`config.mk`:
```
export PLATFORM = sky130hd
export DESIGN_NAME = pipe_hazard_ctrl
export DESIGN_NICKNAME = d
export VERILOG_FILES = /design/src/rtl/pipe_hazard_ctrl.sv
export SDC_FILE = /design/constraint.sdc
export NUM_CORES = 1
export LEC_CHECK = 0
export BUFFER_PORTS_ARGS = -buffer_cell sky130_fd_sc_hd__buf_4
export CAP_MARGIN = 30
export CORE_UTILIZATION = 35
export CTS_BUF_LIST = sky130_fd_sc_hd__clkbuf_8
export DETAILED_ROUTE_END_ITERATION = 8
export MAX_ROUTING_LAYER = met4
export PLACE_DENSITY = 0.56
export SLEW_MARGIN = 20
export SYNTH_ARGS = -nofsm -noshare
export SYNTH_HDL_FRONTEND = slang
export SYNTH_SLANG_ARGS = --single-unit
```
`constraint.sdc`:
```
create_clock -name clk -period 3.05 [get_ports clk]
set_input_delay 0.305 -clock clk [delete_from_list [all_inputs] [get_ports clk]]
set_output_delay 0.305 -clock clk [all_outputs]
set_load 0.02 [all_outputs]
```
`src/rtl/pipe_hazard_ctrl.sv`:
```
// Pipeline control for the five-stage core: PC register, ID->EX->MEM->WB valid/rd/flag chain,
// load-use stall, redirect flush and EX forwarding selects. Optional counters: PIPE_PERF_CNT_EN.
module pipe_hazard_ctrl #(
   parameter int unsigned     XLEN     = 32,
   parameter logic [XLEN-1:0] RESET_PC = '0,
   parameter int unsigned     RA_W     = 5,
   parameter int unsigned     CNT_W    = 32
) (
   input  logic            clk,
   input  logic            reset,
   input  logic [RA_W-1:0] id_rs1,
   input  logic [RA_W-1:0] id_rs2,
   input  logic            id_use_rs1,
   input  logic            id_use_rs2,
   input  logic [RA_W-1:0] id_rd,
   input  logic            id_regwrite,
   input  logic            id_memread,
   input  logic            ex_redirect,
   input  logic [XLEN-1:0] ex_target,
   input  logic            ext_stall,
   output logic [XLEN-1:0] pc,
   output logic            id_valid,
   output logic            ex_valid,
   output logic            mem_valid,
   output logic            wb_valid,
   output logic            stall_fd,
   output logic            bubble_ex,
   output logic            flush_id,
   output logic [1:0]      fwd_a,
   output logic [1:0]      fwd_b,
   output logic [RA_W-1:0] wb_rd,
   output logic            wb_regwrite
`ifdef PIPE_PERF_CNT_EN
   ,
   output logic [CNT_W-1:0] cyc_cnt,
   output logic [CNT_W-1:0] ret_cnt,
   output logic [CNT_W-1:0] stall_cnt
`endif
);

   logic [XLEN-1:0] pc_q, pc_d;
   logic            id_valid_q, id_valid_d;
   logic            ex_valid_q, ex_valid_d, ex_regwrite_q, ex_regwrite_d;
   logic            ex_memread_q, ex_memread_d;
   logic [RA_W-1:0] ex_rd_q, ex_rd_d, ex_rs1_q, ex_rs1_d, ex_rs2_q, ex_rs2_d;
   logic            mem_valid_q, mem_valid_d, mem_regwrite_q, mem_regwrite_d;
   logic [RA_W-1:0] mem_rd_q, mem_rd_d;
   logic            wb_valid_q, wb_valid_d, wb_regwrite_q, wb_regwrite_d;
   logic [RA_W-1:0] wb_rd_q, wb_rd_d;
   logic            load_use, redirect;

   assign load_use = id_valid_q & ex_valid_q & ex_memread_q & (ex_rd_q != '0) &
                     ((id_use_rs1 & (id_rs1 == ex_rd_q)) | (id_use_rs2 & (id_rs2 == ex_rd_q)));
   assign redirect = ex_valid_q & ex_redirect;

   always_comb begin
      pc_d           = pc_q;
      id_valid_d     = id_valid_q;
      ex_valid_d     = ex_valid_q;
      ex_rd_d        = ex_rd_q;
      ex_regwrite_d  = ex_regwrite_q;
      ex_memread_d   = ex_memread_q;
      ex_rs1_d       = ex_rs1_q;
      ex_rs2_d       = ex_rs2_q;
      mem_valid_d    = mem_valid_q;
      mem_rd_d       = mem_rd_q;
      mem_regwrite_d = mem_regwrite_q;
      wb_valid_d     = wb_valid_q;
      wb_rd_d        = wb_rd_q;
      wb_regwrite_d  = wb_regwrite_q;
      if (!ext_stall) begin
         // MEM and WB always advance unless the whole pipe is frozen
         mem_valid_d    = ex_valid_q;
         mem_rd_d       = ex_rd_q;
         mem_regwrite_d = ex_regwrite_q;
         wb_valid_d     = mem_valid_q;
         wb_rd_d        = mem_rd_q;
         wb_regwrite_d  = mem_regwrite_q;
         if (redirect) begin
            pc_d       = ex_target;
            id_valid_d = 1'b0;
            ex_valid_d = 1'b0;
         end else if (load_use) begin
            ex_valid_d = 1'b0;
         end else begin
            pc_d          = pc_q + XLEN'(4);
            id_valid_d    = 1'b1;
            ex_valid_d    = id_valid_q;
            ex_rd_d       = id_rd;
            ex_regwrite_d = id_regwrite;
            ex_memread_d  = id_memread;
            ex_rs1_d      = id_rs1;
            ex_rs2_d      = id_rs2;
         end
      end
   end

   always_ff @(posedge clk or negedge reset) begin
      if (!reset) begin
         pc_q           <= RESET_PC;
         id_valid_q     <= 1'b0;
         ex_valid_q     <= 1'b0;
         ex_rd_q        <= '0;
         ex_regwrite_q  <= 1'b0;
         ex_memread_q   <= 1'b0;
         ex_rs1_q       <= '0;
         ex_rs2_q       <= '0;
         mem_valid_q    <= 1'b0;
         mem_rd_q       <= '0;
         mem_regwrite_q <= 1'b0;
         wb_valid_q     <= 1'b0;
         wb_rd_q        <= '0;
         wb_regwrite_q  <= 1'b0;
      end else begin
         pc_q           <= pc_d;
         id_valid_q     <= id_valid_d;
         ex_valid_q     <= ex_valid_d;
         ex_rd_q        <= ex_rd_d;
         ex_regwrite_q  <= ex_regwrite_d;
         ex_memread_q   <= ex_memread_d;
         ex_rs1_q       <= ex_rs1_d;
         ex_rs2_q       <= ex_rs2_d;
         mem_valid_q    <= mem_valid_d;
         mem_rd_q       <= mem_rd_d;
         mem_regwrite_q <= mem_regwrite_d;
         wb_valid_q     <= wb_valid_d;
         wb_rd_q        <= wb_rd_d;
         wb_regwrite_q  <= wb_regwrite_d;
      end
   end

   always_comb begin
      fwd_a = 2'b00;
      fwd_b = 2'b00;
      if (mem_valid_q & mem_regwrite_q & (mem_rd_q != '0) & (mem_rd_q == ex_rs1_q)) fwd_a = 2'b01;
      else if (wb_valid_q & wb_regwrite_q & (wb_rd_q != '0) & (wb_rd_q == ex_rs1_q)) fwd_a = 2'b10;
      if (mem_valid_q & mem_regwrite_q & (mem_rd_q != '0) & (mem_rd_q == ex_rs2_q)) fwd_b = 2'b01;
      else if (wb_valid_q & wb_regwrite_q & (wb_rd_q != '0) & (wb_rd_q == ex_rs2_q)) fwd_b = 2'b10;
   end

   // Gated by reset so every control output reads 0 while held in reset
   assign stall_fd    = reset & (ext_stall | (load_use & ~redirect));
   assign bubble_ex   = reset & ~ext_stall & (redirect | load_use);
   assign flush_id    = reset & ~ext_stall & redirect;
   assign pc          = pc_q;
   assign id_valid    = id_valid_q;
   assign ex_valid    = ex_valid_q;
   assign mem_valid   = mem_valid_q;
   assign wb_valid    = wb_valid_q;
   assign wb_rd       = wb_rd_q;
   assign wb_regwrite = wb_valid_q & wb_regwrite_q;

`ifdef PIPE_PERF_CNT_EN
   logic [CNT_W-1:0] cyc_q, ret_q, stl_q;

   always_ff @(posedge clk or negedge reset) begin
      if (!reset) begin
         cyc_q <= '0;
         ret_q <= '0;
         stl_q <= '0;
      end else begin
         cyc_q <= cyc_q + CNT_W'(1);
         if (wb_valid_q & ~ext_stall) ret_q <= ret_q + CNT_W'(1);
         if (load_use | ext_stall) stl_q <= stl_q + CNT_W'(1);
      end
   end

   assign cyc_cnt   = cyc_q;
   assign ret_cnt   = ret_q;
   assign stall_cnt = stl_q;
`endif

endmodule

```
==> reports/results.tsv <==
stage	metric	value	unit
run_status	status	complete, no violations	
sta	rsz0062_at_grt	false	
finish	area_growth	31.9	%
global_routing	gr-total-overflow	0	
clock_network	clock_tree.buffer_depth	2	
logic_synthesis	ys_types	47	
detailed_routing	drt_pre_antenna_iters	5	
critical_path	endpoint_kind	output port	
clock_network	cts.sink_count	65	
logic_synthesis	async_reset_ff_share	100	%
logic_synthesis	ys_top_cells_by_area	dfrtp_1, mux2_2, a21oi_1, nand2_1, xnor2_1	
sta	fmax	0.383	GHz
detailed_routing	vias_per_cell	5.19	
detailed_routing	avgRoutedWirePerCell	15.5	um
critical_path	critical_path_arrival	2.31	ns
clock_network	clock_latency	0.35	ns
sta	timing.final.crit_share	85.7	%
placed_design	dp_slack	0.753	ns
clock_network	ctsHtreeMaxLevel	3	
sta	slew_headroom	46.1	%
logic_synthesis	synth_edf_count	0	
detailed_routing	drt_iter0_drc	109	
sta	post-route-min-period	2.61	ns
logic_synthesis	synth_top_area_cell	dfrtp_1	
finish	final_common_cell	buf_4	
floorplanning	fp.dieW	103	um
logic_synthesis	seq_area_frac_synth	45.4	%
power_and_ir_drop	p_leak	0.00207	uW
critical_path	critPathKind	reg -> out	
power_and_ir_drop	irDropWorstVdd	0.385	mV
power_and_ir_drop	power	3520	uW
sta	maxSlewViolCount	0	
global_routing	grt_use_total	19.6	%
placed_design	dp_hpwl	6890	um
clock_network	cts_root_buffer	clkbuf_8	
power_and_ir_drop	power.density	744	nW/um^2
logic_synthesis	ys_warn_count	0	
finish	final_core_util	48.0	%
critical_path	critPathRequiredTime	2.74	ns
clock_network	cts_tree	yes	
critical_path	start_kind	register	
finish	layout-drive-gt1-share	32.2	%
placed_design	port_buffers	103	
clock_network	cts_buffers	9	
floorplanning	initial_utilization	36.4	%
logic_synthesis	syn_inst	376	
floorplanning	die-area	10700	um^2
sta	tightest_slew	0.808	ns
global_routing	grt_pass1_vias	3024	
detailed_routing	ant_nets	0	
logic_synthesis	synth_seq_cells	65	
sta	setup_tns	0	ns
finish	finalNetCount	532	
run	maxCapViolCount	0	
floorplanning	coreArea	9860	um^2
clock_network	path_clk_slew	0.08	ns
detailed_routing	drc_errors	0	
detailed_routing	via_count	3189	
finish	antennaDiodeCount	0	
placed_design	place_congestion	0.807	
logic_synthesis	synthFlopType	dfrtp_1	
finish	layout_common_cells	buf_4, dfrtp_1, a21oi_1	
sta	skew	0.00986	ns
global_routing	grt_max_degree	64	
floorplanning	die_h	103	um
sta	finalSetupViolations	0	
detailed_routing	drt_wl_total	9510	um
critical_path	path_max_fanout	62	
clock_network	cts_resized	0	
sta	hold_viol	0	
floorplanning	num_io_pins	104	
logic_synthesis	avgSynthCellArea	9.54	um^2
logic_synthesis	synth.cell_area	3590	um^2
global_routing	grt_pass1_wl	15400	um
min_path	hold_class	in -> reg	
logic_synthesis	syn-num-nets	432	
sta	setup_ws	0.438	ns
logic_synthesis	synth_top_area_share	45.4	%
floorplanning	rows	36	
global_routing	antenna_found_initial	0	
==> logic make-up after synthesis <==
| group | share of synthesized area (%) |
|---|---|
| mux | 10.6 |
| simple gates | 16.6 |
| flops | 45.4 |
| xor+xnor | 7.33 |
| fa+ha+maj | 0.349 |
| buf+inv | 3.04 |
| compound gates | 16.7 |
==> state kept, by name (all words and copies together), names as in the netlist <==
name,count
id_valid,1
ex_regwrite_q,1
ex_memread_q,1
wb_rd,5
mem_rd_q,5
wb_regwrite_q,1
ex_rs2_q,5
ex_valid,1
wb_valid,1
ex_rd_q,5
pc,32
ex_rs1_q,5
mem_regwrite_q,1
mem_valid,1
==> layout make-up <==
type	count	area, um^2
multi-input combinational	286	1860
sequential	65	1630
clock inverter	7	101
timing repair buffer	109	833
clock buffer	9	124
inverter	5	18.8
fill	969	5130
tap	133	166
==> per-stage QoR <==
step / instance area [um^2] / hold slack, ns / std cells
finish: 4730 / 0.163 / 614
floorplan: 3590 / 0.00941 / 376
global route: 4730 / 0.154 / 614
CTS: 4730 / 0.156 / 614
global placement: 4500 / 0.105 / 597
detailed placement: 4500 / 0.105 / 597
==> synthesized netlist by cell type (2+ instances only) <==
| master | n |
|---|---|
| a21o_1 | 2 |
| clkbuf_1 | 12 |
| xor2_1 | 14 |
| nand4_1 | 7 |
| nor2b_1 | 3 |
| a21oi_1 | 50 |
| nor4_1 | 4 |
| nand2b_1 | 3 |
| mux2_1 | 9 |
| nor3_1 | 2 |
| mux2_2 | 24 |
| buf_2 | 6 |
| and3_1 | 6 |
| and4_1 | 2 |
| inv_1 | 5 |
| dfrtp_1 | 65 |
| or4_1 | 5 |
| and2_1 | 4 |
| nand2_1 | 41 |
| xnor2_1 | 16 |
| nand3_1 | 17 |
| o21ai_1 | 2 |
| o21ai_0 | 23 |
| or2_2 | 2 |
| a41o_1 | 2 |
| nor2_1 | 13 |
| o22ai_1 | 17 |
==> worst paths after layout <==
path / from / to / slack (ns) / cells past startpoint
max in group asynchronous: reset / pc[20]$_DFFE_PN0P_ / 1.76 / 3
worst min-delay path: id_rd[3] / ex_rd_q[3]$_DFFE_PN0P_ / 0.16 / 2
worst max register to register: pc[2]$_DFFE_PN0P_ / pc[30]$_DFFE_PN0P_ / 0.74 / 6
worst max-delay path: ex_rd_q[1]$_DFFE_PN0P_ / stall_fd / 0.44 / 7
min in group asynchronous: reset / pc[0]$_DFFE_PN0P_ / 0.31 / 2
worst min register to register: wb_regwrite_q$_DFFE_PN0N_ / wb_regwrite_q$_DFFE_PN0N_ / 0.51 / 1
==> where the power goes <==
part	switching, uW	internal, uW
Clock	376	468
Sequential	309	1090
Combinational	677	598
Total	1360	2160
==> worst max-delay path: stages, from the launching register on <==
cell     delay, ns
dfrtp_1       0.43
or4_1         0.55
o21ai_1       0.18
nor2_1        0.09
a21oi_4       0.17
buf_12        0.27
nor2b_1       0.08
buf_4         0.16
==> metal layers <==
| layer | vias up | global-route usage [%] | share of wire (%) |
|---|---|---|---|
| li1 | 1574 | - | - |
| met1 | 1522 | 26.8 | 47 |
| met2 | 76 | 28.9 | 46 |
| met3 | 17 | 3.90 | 5.0 |
| met4 | 0 | 7.15 | 1.9 |
| met5 | - | - | 0 |
==> what timing repair did <==
action | 4_1_cts | 5_1_grt
setup endpoints to repair | 0 | 0
hold buffers | 1 | 0
setup buffers | 0 | 0
endpoints found under the hold margin | 2 | 0
Power figures use the tool's default switching activity.
